[src/rtl/fetch_pkg.sv]
// Shared types and constants for the instruction fetch front end.
// Optional statistics counters in the top are enabled by FETCH_STATS_EN.
package fetch_pkg;

    localparam int ADDR_WIDTH  = 64;
    localparam int INSTR_WIDTH = 32;
    localparam logic [ADDR_WIDTH-1:0] PC_STEP = 64'd4;

    typedef enum logic [1:0] {
        IDLE,
        WAIT,
        DISCARD
    } fetch_state_t;

    typedef struct packed {
        logic [ADDR_WIDTH-1:0]  pc;
        logic [INSTR_WIDTH-1:0] instruction;
    } fetch_entry_t;

endpackage

[src/rtl/fetch_queue.sv]
// Circular FIFO of fetched {pc, instruction} entries with flush.
// When empty, the head output keeps showing the last entry it presented.
module fetch_queue
    import fetch_pkg::*;
#(
    parameter int DEPTH = 4,
    localparam int PTR_W = $clog2(DEPTH),
    localparam int CNT_W = PTR_W + 1
) (
    input  logic             clock,
    input  logic             reset,
    input  logic             push_i,
    input  logic             pop_i,
    input  logic             flush_i,
    input  fetch_entry_t     push_entry_i,
    output fetch_entry_t     head_o,
    output logic [CNT_W-1:0] count_o
);

    fetch_entry_t     entries_q [DEPTH];
    fetch_entry_t     last_q;
    logic [PTR_W-1:0] head_q;
    logic [PTR_W-1:0] tail_q;
    logic [CNT_W-1:0] count_q;

    assign count_o = count_q;
    assign head_o  = (count_q != '0) ? entries_q[head_q] : last_q;

    // Pointer/count bookkeeping; flush wins over push and pop, and the shown head is snapshotted every cycle.
    always_ff @(posedge clock) begin
        if (reset) begin
            for (int i = 0; i < DEPTH; i++) begin
                entries_q[i] <= '0;
            end
            last_q  <= '0;
            head_q  <= '0;
            tail_q  <= '0;
            count_q <= '0;
        end else begin
            last_q <= head_o;
            if (flush_i) begin
                head_q  <= '0;
                tail_q  <= '0;
                count_q <= '0;
            end else begin
                if (push_i) begin
                    entries_q[tail_q] <= push_entry_i;
                    tail_q            <= tail_q + PTR_W'(1);
                end
                if (pop_i) begin
                    head_q <= head_q + PTR_W'(1);
                end
                count_q <= count_q + CNT_W'(push_i) - CNT_W'(pop_i);
            end
        end
    end

endmodule

[src/rtl/instruction_fetch_unit.sv]
// Fetch stage: owns the PC, issues one outstanding imem request at a time,
// queues returned instructions and handles redirects.
// Define FETCH_STATS_EN to add the fetched_count/flushed_count outputs.
module instruction_fetch_unit
    import fetch_pkg::*;
#(
    parameter int                    DEPTH    = 4,
    parameter logic [ADDR_WIDTH-1:0] RESET_PC = '0
) (
    input  logic                   clock,
    input  logic                   reset,
    input  logic                   redirect_valid,
    input  logic [ADDR_WIDTH-1:0]  redirect_pc,
    output logic                   imem_req,
    output logic [ADDR_WIDTH-1:0]  imem_address,
    input  logic                   imem_ack,
    input  logic [INSTR_WIDTH-1:0] imem_data,
    output logic                   out_valid,
    input  logic                   out_ready,
    output logic [INSTR_WIDTH-1:0] out_instruction,
`ifdef FETCH_STATS_EN
    output logic [31:0]            fetched_count,
    output logic [31:0]            flushed_count,
`endif
    output logic [ADDR_WIDTH-1:0]  out_pc
);

    localparam int CNT_W = $clog2(DEPTH) + 1;

    fetch_state_t          state_q;
    logic                  req_q;
    logic [ADDR_WIDTH-1:0] address_q;
    logic [ADDR_WIDTH-1:0] fetch_pc_q;
    logic [CNT_W-1:0]      count;
    fetch_entry_t          head;
    fetch_entry_t          push_entry;
    logic                  pop;
    logic                  push;
    logic                  issue;
    logic                  dropped;

    assign pop        = out_valid && out_ready;
    assign push       = (state_q == WAIT) && imem_ack && !redirect_valid;
    assign dropped    = imem_ack && ((state_q == DISCARD) || ((state_q == WAIT) && redirect_valid));
    assign issue      = (int'(count) + int'(push) - int'(pop)) < DEPTH;
    assign push_entry = '{pc: fetch_pc_q, instruction: imem_data};

    assign imem_req        = req_q;
    assign imem_address    = address_q;
    assign out_valid       = (count != '0);
    assign out_instruction = head.instruction;
    assign out_pc          = head.pc;

    fetch_queue #(.DEPTH(DEPTH)) u_queue (
        .clock        (clock),
        .reset        (reset),
        .push_i       (push),
        .pop_i        (pop),
        .flush_i      (redirect_valid),
        .push_entry_i (push_entry),
        .head_o       (head),
        .count_o      (count)
    );

    // Request FSM: holds req/address stable until ack and steers the fetch PC on acks and redirects.
    always_ff @(posedge clock) begin
        if (reset) begin
            state_q    <= IDLE;
            req_q      <= 1'b0;
            address_q  <= RESET_PC;
            fetch_pc_q <= RESET_PC;
        end else begin
            case (state_q)
                IDLE: begin
                    if (redirect_valid) begin
                        state_q    <= WAIT;
                        req_q      <= 1'b1;
                        address_q  <= redirect_pc;
                        fetch_pc_q <= redirect_pc;
                    end else if (issue) begin
                        state_q   <= WAIT;
                        req_q     <= 1'b1;
                        address_q <= fetch_pc_q;
                    end
                end
                WAIT: begin
                    if (redirect_valid) begin
                        fetch_pc_q <= redirect_pc;
                        if (imem_ack) begin
                            address_q <= redirect_pc;
                        end else begin
                            state_q <= DISCARD;
                        end
                    end else if (imem_ack) begin
                        fetch_pc_q <= fetch_pc_q + PC_STEP;
                        if (issue) begin
                            address_q <= fetch_pc_q + PC_STEP;
                        end else begin
                            state_q <= IDLE;
                            req_q   <= 1'b0;
                        end
                    end
                end
                DISCARD: begin
                    if (redirect_valid) begin
                        fetch_pc_q <= redirect_pc;
                    end
                    if (imem_ack) begin
                        state_q   <= WAIT;
                        address_q <= redirect_valid ? redirect_pc : fetch_pc_q;
                    end
                end
                default: begin
                    state_q <= IDLE;
                    req_q   <= 1'b0;
                end
            endcase
        end
    end

`ifdef FETCH_STATS_EN
    logic [31:0] fetched_q;
    logic [31:0] flushed_q;

    assign fetched_count = fetched_q;
    assign flushed_count = flushed_q;

    // Accepted instructions count on every pop; discards are flushed entries left after a pop plus dropped responses.
    always_ff @(posedge clock) begin
        if (reset) begin
            fetched_q <= '0;
            flushed_q <= '0;
        end else begin
            fetched_q <= fetched_q + 32'(pop);
            flushed_q <= flushed_q
                       + (redirect_valid ? (32'(count) - 32'(pop)) : 32'd0)
                       + 32'(dropped);
        end
    end
`endif

endmodule

[config.mk]
export PLATFORM = sky130hd
export DESIGN_NAME = instruction_fetch_unit
export DESIGN_NICKNAME = d
export VERILOG_FILES = /design/src/rtl/fetch_pkg.sv /design/src/rtl/fetch_queue.sv /design/src/rtl/instruction_fetch_unit.sv
export SDC_FILE = /design/constraint.sdc
export NUM_CORES = 1
export LEC_CHECK = 0
export BUFFER_PORTS_ARGS = -buffer_cell sky130_fd_sc_hd__clkbuf_2
export CORE_MARGIN = 8
export CORE_UTILIZATION = 45
export DETAILED_ROUTE_END_ITERATION = 16
export GPL_TIMING_DRIVEN = 0
export PLACE_DENSITY_LB_ADDON = 0.1
export SETUP_SLACK_MARGIN = 0.3
export SKIP_CTS_REPAIR_TIMING = 1
export SLEW_MARGIN = 20
export SYNTH_ARGS = -nofsm -noshare
export SYNTH_HDL_FRONTEND = slang
export SYNTH_SLANG_ARGS = --single-unit
[constraint.sdc]
create_clock -name clock -period 8.2 [get_ports clock]
set_input_delay 0 -clock clock [delete_from_list [all_inputs] [get_ports clock]]
set_output_delay 0 -clock clock [all_outputs]
set_load 0.05 [all_outputs]
==> results of run 1 <==
-- worst max path at each step --
stage | startpoint | to | slack (ns) | cells past startpoint
after global routing | u_queue.count_o[2] | imem_address[34] | 2.59 | 16
after global placement | state_q[0] | u_queue.entries_q[2][50] | -7.95 | 5
after floorplan | state_q[0] | u_queue.entries_q[0][0] | -0.42 | 5
after CTS | u_queue.count_o[2] | imem_address[58] | 2.88 | 15
final | u_queue.count_o[2] | imem_address[60] | 2.75 | 15
after detailed placement | u_queue.count_o[2] | imem_address[58] | 2.87 | 15
-- layout make-up --
| cell class | instances | area, sq um | share of cell area (%) |
|---|---|---|---|
| clock buffer | 88 | 1840 | 5.28 |
| clock inverter | 37 | 380 | 1.09 |
| buffer | 217 | 888 | 2.55 |
| inverter | 125 | 469 | 1.35 |
| multi-input combinational | 1614 | 11100 | 31.9 |
| tap | 846 | 1060 | 3.04 |
| antenna | 2 | 5.00 | 0.0144 |
| timing repair buffer | 379 | 2820 | 8.09 |
| sequential | 620 | 16300 | 46.7 |
-- synthesized netlist by cell type (3+ instances only) --
cell	n	area (sq um)
mux2_2	96	1080
o22ai_1	19	119
nor2_1	315	1180
or4_1	6	45.0
o21a_1	8	60.1
a311oi_1	3	26.3
nor2b_1	5	31.3
nor4_2	3	37.5
o211ai_1	36	270
o21ai_1	3	15.0
dfxtp_1	236	4720
xor2_1	12	105
a222oi_1	3	30.0
o41ai_1	5	43.8
ha_1	6	75.1
nand4_1	51	319
nand2b_1	29	181
nand3_1	72	360
buf_4	3	22.5
mux4_2	96	2160
inv_1	123	462
o31ai_1	5	37.5
xnor2_1	55	482
and3_1	10	62.6
clkbuf_1	148	556
a21o_1	4	30.0
o221ai_1	8	70.1
o21ai_0	50	250
mux2i_1	14	140
nor4_1	24	150
buf_1	19	71.3
a31oi_1	11	68.8
a22oi_1	12	90.1
edfxtp_1	384	11500
nand2_1	243	912
a211oi_1	27	203
and4_1	9	78.8
or3_1	6	37.5
a21oi_1	104	521
nor3_1	51	255
a221oi_1	6	52.6
buf_2	46	230
and2_1	168	1050
-- through the flow --
stage / TNS [ns] / cells / area (sq um) / worst slack, ns
after floorplan: -121.12 / 2576 / 28700 / -0.421
after global placement: -2266.47 / 3683 / 31000 / -7.95
after detailed placement: 0 / 3703 / 31600 / 2.87
after CTS: 0 / 3828 / 33900 / 2.88
after global routing: 0 / 3927 / 34800 / 2.59
final: 0 / 3928 / 34800 / 2.75
-- cells in the final DEF (no fill, tap or decap), types with 8 or more instances in the layout --
cell	instances
buf_16	18
clkinv_2	10
inv_1	123
clkinv_1	14
o21a_1	8
mux2_2	96
mux2i_1	14
clkbuf_2	264
nor2_1	313
clkbuf_16	69
nand3_1	72
clkbuf_1	162
dfxtp_1	236
and3_1	10
xor2_1	12
a31oi_1	11
o21ai_0	47
o22ai_1	19
and4_1	9
mux4_2	96
nand2_1	242
xnor2_1	55
a22oi_1	12
o211ai_1	36
edfxtp_1	384
buf_1	17
o221ai_1	8
a211oi_1	27
nand4_1	51
a21oi_1	104
and2_1	168
nor3_1	51
dlygate4sd3_1	98
buf_2	47
nand2b_1	29
nor4_1	23
-- metal layers --
layer	GRT usage [%]	part of all wire, %
met3	5.27	7.9
met1	40.5	42
met2	47.0	46
met4	10.1	3.6
met5	0	0
-- registers in the layout, indices dropped and copies added (netlist names), named ones only --
signal and cells:
u_queue.last_q 96, imem_req 1, u_queue.tail_q 2, u_queue.entries_q 384, u_queue.head_q 2, state_q 2, u_queue.count_o 3, imem_address 64
fetch_pc_q 64
-- power groups by stage --
stage,registers [mW],clock network [mW],logic [mW]
2_1_floorplan,3.74,0,0.634
4_1_cts,3.54,3.14,1.23
3_5_place_dp,3.61,0,1.22
5_1_grt,3.56,3.25,1.33
6_report,3.54,3.10,1.28
3_3_place_gp,3.65,0,1.18
-- worst min-delay path, cell delays in order --
cell	delay, ns
clkbuf_2	0.10
clkinv_1	0.20
and3_1	0.20
a31o_2	0.09
-- kinds of logic after synthesis --
kind of cell,after synthesis
mux,206
fa+ha+maj,7
simple gates,1009
xor+xnor,67
compound gates,325
flops,620
buf+inv,342
==> reports/metrics.csv, run 1 <==
metric;value;unit
antenna_found_initial;1;
syn_avg_cell_area;11.1;sq um
slew_viol_final;0;
synthesis.area;0.0287;sq mm
cp.buffers_inverters;5;
first_global_vias;22300;
seqPwrFrac;44.7;%
tightest_slew;1.24;ns
grt_pass1_wl;154;mm
drt_iter0_drc;2462;
gp_congestion;1.00;
io_buffers;261;
cp_top_family;buffers and inverters;
setup_viol;0;
setup.worst_path.end_class;flop;
combPwrFrac;16.1;%
r2r_setup_slack;2.75;ns
synth_flop_cell;edfxtp_1;
synth_fa_ha_area_share;0.332;%
ys_warn_count;0;
fin_util;55.2;%
synthMuxAreaShare;11.8;%
cts.htree.levels;3;
synthArstFlopShare;0;%
syn-num-nets;2684;
leakagePower;13.6;nW
wire_per_inst;27.6;um
slowest_stage;clkbuf_1;
swShare;29.1;%
critPathMaxFanout;10;
nets;3134;
hp-class;in -> reg;
fp.dieArea;0.0721;sq mm
worst_r2r_startpoint;u_queue.count_o[2];
first_pass_iters;5;
vdd_drop_max;0.128;mV
crit_top_cell;inv_1;
cts-root-buf;clkbuf_16;
synth-seq-area-share;56.7;%
synth_compound_area_share;7.30;%
syn2layout_area_growth;21.5;%
finalCriticalPeriod;5.45;ns
die_w;268;um
cts_tree;yes;
start_util;45.5;%
detailed_place_hpwl;78.3;mm
synth_cells;2576;
core_area;0.0631;sq mm
via_per_inst;5.81;
synth_edf_count;384;
intPower;5.62;mW
cts.reportedPaths.clkPinSlew;0.06;ns
power_density;227;mW/mm^2
required;8.72;ns
hold_violations;1;
critPathLaunchType;flop;
slowest_delay;0.69;ns
gr-usage-all-layers;29.4;%
critical_path_class;reg -> reg;
synth_seq_cells;620;
clock.fmax;183;MHz
vias;22800;
synth_top_family_by_area;simple AND/OR/NAND/NOR gates;
ios;263;
synth_cell_types;74;
layout-drive-gt1-share;21.2;%
min_to;imem_address[48];
holdCritStartpoint;reset;
rsz0062_at_grt;false;
fin_worst_skew;0.0270;ns
synth_xor_area_share;2.05;%
run_status;finished, violations left;
grt_max_degree;44;
cap_violations;0;
holdWs;-0.000849;ns
cts_buffers;69;
relSlewSlack;17.1;%
clk_path_buf_depth;3;
total_power;7.92;mW
hold_depth;4;
drc;0;
clkPwrFrac;39.1;%
die_h;268;um
insertion_delay;0.62;ns
worstPathArrival;5.98;ns
violations;hold timing;
worst_r2r_endpoint;imem_address[60];
switchingPower;2.30;mW
drtAntennaViolNets;0;
drt_wl_total;109;mm
rr_worst_depth;15;
crit_chain;inv_1 -> nand3_1 -> clkbuf_1 -> and2_1 -> ha_1 -> inv_1 -> ha_1 -> inv_1 -> fa_1 -> nor2_1 -> a221oi_2 -> o21ai_1 -> clkbuf_1 -> o221ai_1 -> a21oi_1;
cts_sinks;620;
overflow;0;
rows;92;
fillers;5600;
synthSimpleGateAreaFrac;17.1;%
period_share;66.5;%
No activity file was read; power rests on OpenSTA's default activity.
==> run 2, diff against run 1 <==
==> constraint.sdc (replaced) <==
create_clock -name clock -period 4.55 [get_ports clock]
set_input_delay 0 -clock clock [delete_from_list [all_inputs] [get_ports clock]]
set_output_delay 0 -clock clock [all_outputs]
set_load 0.05 [all_outputs]
==> run 2 against run 1 <==
- the run now ends clean
- via count is 0.16% lower
- die area unchanged
- sequential share of layout area shrank 0.21 points
- clock skew decreased by 0.0017 ns
- worst hold slack improved by 0.025 ns
- register-to-register slack got worse by 2.4 ns
- design area is 0.46% higher
- largest power group unchanged
- count of clock-buffer cells in the layout is 12 higher
- critical path depth fell by 2
- fmax up 31%
- sequential power is 81% higher
- power rose by 84%
==> reports/metrics.csv, run 2 (synthesis gave the netlist of run 1 again) <==
metric;value;unit
clk_path_buf_depth;3;
setup_ws;0.382;ns
drtAntennaViolNets;0;
antenna_found_initial;4;
core_area;0.0631;sq mm
fin_worst_skew;0.0253;ns
vdd_drop_max;0.276;mV
io_buffers;261;
syn2layout_area_growth;22.0;%
reg_top3;u_queue.entries_q (384), u_queue.last_q (96);
finalCriticalPeriod;4.17;ns
vias;22800;
slew_viol_final;0;
rsz0062_at_grt;false;
period_share;91.6;%
detailed_place_hpwl;79.4;mm
wire_per_inst;27.8;um
first_pass_iters;7;
via_per_inst;5.80;
cap_violations;0;
fp.dieArea;0.0721;sq mm
nets;3134;
setup_viol;0;
rr_worst_depth;13;
clock.fmax;240;MHz
final_common_cell;edfxtp_1;
hold_depth;4;
insertion_delay;0.62;ns
die_w;268;um
hp-class;in -> reg;
critical_path_class;reg -> reg;
leakagePower;13.6;nW
relSlewSlack;17.4;%
min_to;fetch_pc_q[40];
cts-root-buf;clkbuf_16;
drt_iter0_drc;2374;
critPathMaxFanout;10;
ios;263;
gr-usage-all-layers;29.7;%
fin_util;55.5;%
run_status;finished, final reports clean;
gp_congestion;0.999;
required;5.10;ns
tightest_slew;1.24;ns
drc;0;
layout_common_cells;edfxtp_1 (384), nor2_1 (313), clkbuf_2 (269), nand2_1 (242), dfxtp_1 (236);
die_h;268;um
grt_pass1_wl;155;mm
power_density;416;mW/mm^2
worst_r2r_endpoint;imem_address[56];
critPathLaunchType;flop;
hold_violations;0;
cts.reportedPaths.clkPinSlew;0.06;ns
start_util;45.5;%
place_ws;-0.936;ns
first_global_vias;22700;
worstPathArrival;4.71;ns
cts_tree;yes;
cts_sinks;620;
rows;92;
cts_buffers;70;
overflow;0;
layout-drive-gt1-share;21.7;%
holdCritStartpoint;redirect_pc[40];
r2r_setup_slack;0.38;ns
drt_wl_total;109;mm
fillers;5546;
regMostFlops;u_queue.entries_q;
grt_max_degree;44;
cts.htree.levels;3;
largest_reg_flops;384;
worst_r2r_startpoint;state_q[0];
setup.worst_path.end_class;flop;
==> run 2: changes by cell type in the layout (fill, tap and decap cells not counted), sizes merged <==
cell and delta:
clkinv -13, dlygate4sd3 -1, bufinv +2, inv +3, clkbuf +12
==> run 2: worst max-delay path by stage <==
stage / start / endpoint / slack [ns] / cells after the start
CTS: u_queue.count_o[2] / imem_address[59] / -0.97 / 15
global route: state_q[0] / imem_address[34] / 0.27 / 14
global placement: state_q[0] / u_queue.entries_q[1][29] / -6.52 / 5
detailed placement: u_queue.count_o[2] / imem_address[59] / -0.94 / 15
finish: state_q[0] / imem_address[56] / 0.38 / 13
floorplan: state_q[0] / u_queue.entries_q[0][0] / -1.48 / 5
==> run 2: critical path, cell delays in order (launching register included) <==
cell and delay (ns):
dfxtp_1 0.36, nor2b_2 0.39, nand3_1 0.17, inv_1 0.23
buf_2 0.45, ha_1 0.25, inv_1 0.06, fa_1 0.46
a221oi_4 0.54, o21a_1 0.22, clkbuf_4 0.31, buf_2 0.37
nand3_1 0.14, o21ai_0 0.12
==> run 2: cell type report <==
class	count	area, sq um	area share (%)
multi-input cells	1614	11200	31.9
well taps	846	1060	3.02
flip-flops and latches	620	16300	46.4
repair buffers	378	2780	7.94
clock inverters	29	424	1.21
clock buffers	100	1930	5.53
diodes	2	5.00	0.0143
plain buffers	217	910	2.60
inverters	125	469	1.34
==> run 2: per-stage QoR <==
stage               instance area [sq um]  hold slack, ns  TNS (ns)  instances  power, mW
finish                              35000          0.0238         0       3931       14.6
global route                        35000          0.0213         0       3929       15.0
CTS                                 34000          -0.399    -38.32       3831       14.5
detailed placement                  31600           0.251    -36.57       3702       8.72
global placement                    31000           0.251  -2129.64       3683       8.68
floorplan                           28700           0.136   -425.48       2576       7.86
==> run 2: metal layers <==
metal,vias to the layer above,share of wire [%],track usage (%)
met1,11400,41,39.4
met3,240,7.0,4.39
met2,1022,47,49.0
met5,-,0,0
li1,10100,-,-
met4,0,4.4,12.2
==> run 2: power by group <==
| part | switching [mW] | internal (mW) |
|---|---|---|
| Sequential | 0.137 | 6.26 |
| Combinational | 1.65 | 0.664 |
| Clock | 2.39 | 3.45 |
| Total | 4.18 | 10.4 |
==> run 3, diff against run 2 <==
==> constraint.sdc (replaced) <==
create_clock -name clock -period 4.9 [get_ports clock]
set_input_delay 0 -clock clock [delete_from_list [all_inputs] [get_ports clock]]
set_output_delay 0 -clock clock [all_outputs]
set_load 0.05 [all_outputs]
==> run 3 against run 2 <==
- register-to-register slack better by 0.12 ns
- power fell by 7.1%
- non-clock buffer count decreased by 1
- via count is 0.39% higher
- count of clock-buffer cells in the layout stayed put
- critical path type unchanged
- combinational power decreased by 7%
==> reports/metrics.csv, run 3 (synthesis gave the netlist of run 1 again) <==
metric;value;unit
cts.htree.levels;3;
r2r_setup_slack;0.51;ns
die_w;268;um
via_per_inst;5.82;
holdCritStartpoint;redirect_pc[40];
hold_violations;0;
first_pass_iters;5;
run_status;finished, final reports clean;
cts-root-buf;clkbuf_16;
fin_worst_skew;0.0237;ns
grt_max_degree;44;
fillers;5547;
period_share;89.7;%
clkPwrFrac;40.2;%
min_to;fetch_pc_q[40];
relSlewSlack;17.1;%
core_area;0.0631;sq mm
m1WireLength;45.2;mm
die_h;268;um
antenna_found_initial;4;
rows;92;
final_common_cell;edfxtp_1;
setup.worst_path.end_class;flop;
drt_iter0_drc;2195;
hold_depth;4;
rr_worst_depth;13;
leakagePower;13.6;nW
intPower;9.63;mW
dr_wl_met2;51.8;mm
regMostFlops;u_queue.entries_q;
insertion_delay;0.61;ns
cts.reportedPaths.clkPinSlew;0.06;ns
cap_violations;0;
largest_reg_flops;384;
setup_ws;0.507;ns
grt_pass1_wl;155;mm
cts_buffers;70;
start_util;45.5;%
gr-usage-all-layers;29.7;%
critical_path_class;reg -> reg;
rsz0062_at_grt;false;
total_power;13.5;mW
tightest_slew;1.24;ns
place_ws;-0.586;ns
top_layer;met4;
wire_per_inst;27.8;um
place_inst;3702;
layout_common_cells;edfxtp_1 (384), nor2_1 (313), clkbuf_2 (269), nand2_1 (242), dfxtp_1 (236);
power_density;386;mW/mm^2
critPathMaxFanout;10;
required;5.43;ns
io_buffers;261;
detailed_place_hpwl;79.4;mm
stdcell_count;3929;
layout-drive-gt1-share;21.6;%
holdWs;0.0252;ns
overflow;0;
swShare;28.8;%
hp-class;in -> reg;
drt_wl_total;109;mm
critPathLaunchType;flop;
fp.dieArea;0.0721;sq mm
cts_sinks;620;
seqPwrFrac;43.9;%
gp_congestion;0.999;
cts_tree;yes;
drc;0;
setup_viol;0;
reg_top3;u_queue.entries_q (384), u_queue.last_q (96);
worst_r2r_endpoint;imem_address[60];
syn2layout_area_growth;22.0;%
switchingPower;3.89;mW
finalCriticalPeriod;4.39;ns
clk_path_buf_depth;3;
worst_r2r_startpoint;state_q[0];
combPwrFrac;15.9;%
wl_met3;7.71;mm
slew_viol_final;0;
drtAntennaViolNets;0;
vias;22900;
vdd_drop_max;0.255;mV
first_global_vias;22700;
finalSetupTns;0;ns
nets;3133;
worstPathArrival;4.92;ns
ios;263;
clock.fmax;228;MHz
[run 3: cell count changes in the layout (fill, tap and decap cells not counted), sizes merged]
cell / change
diode: -1
buf: -2
clkdlybuf4s15: +1
[run 3: how the worst max path moves through the flow]
stage | cells after the start | endpoint | start | slack [ns]
3_5_place_dp | 15 | imem_address[59] | u_queue.count_o[2] | -0.59
3_3_place_gp | 5 | u_queue.entries_q[1][29] | state_q[0] | -6.17
6_report | 13 | imem_address[60] | state_q[0] | 0.51
2_1_floorplan | 5 | u_queue.entries_q[0][0] | state_q[0] | -1.13
4_1_cts | 15 | imem_address[59] | u_queue.count_o[2] | -0.62
5_1_grt | 14 | imem_address[52] | u_queue.count_o[1] | 0.35
[run 3: critical path: stages (launching register included)]
cell and delay (ns):
dfxtp_1 0.37, nor2b_2 0.39, nand3_1 0.17, inv_1 0.22, clkbuf_2 0.49, ha_1 0.27
inv_1 0.06, fa_1 0.46, nor2_1 0.23, a221oi_4 0.15, o21ai_4 0.37, clkbuf_1 0.63
o221ai_1 0.30, a21oi_1 0.19
[run 3: area by class of cell]
cell class / count / area [sq um] / share of cell area (%)
diodes: 1 / 2.50 / 0.00715
clock buffers: 100 / 1930 / 5.53
repair buffers: 377 / 2770 / 7.92
inverters: 125 / 469 / 1.34
clock inverters: 29 / 424 / 1.21
well taps: 846 / 1060 / 3.03
flip-flops and latches: 620 / 16300 / 46.5
multi-input cells: 1614 / 11200 / 31.9
plain buffers: 217 / 905 / 2.59
[run 3: power by group through the flow]
stage                     Sequential [mW]  Clock [mW]  Combinational, mW
final                                5.94        5.43               2.15
after detailed placement             6.05           0               2.05
after global routing                 5.96        5.70               2.24
after floorplan                      6.24           0               1.06
after global placement               6.08           0               1.98
after CTS                            5.94        5.50               2.06
[run 3: layer usage]
layer  vias to the layer above  GRT usage [%]
met3                       238           4.39
met4                         0           12.2
met5                         -              0
met2                      1042           49.0
met1                     11500           39.4
li1                      10100              -
[run 3: metrics by stage]
| step | utilization (%) | instance area (sq um) |
|---|---|---|
| after global placement | 49.2 | 31000 |
| final | 55.5 | 35000 |
| after global routing | 55.5 | 35000 |
| after floorplan | - | 28700 |
| after CTS | 53.8 | 34000 |
| after detailed placement | 50.1 | 31600 |
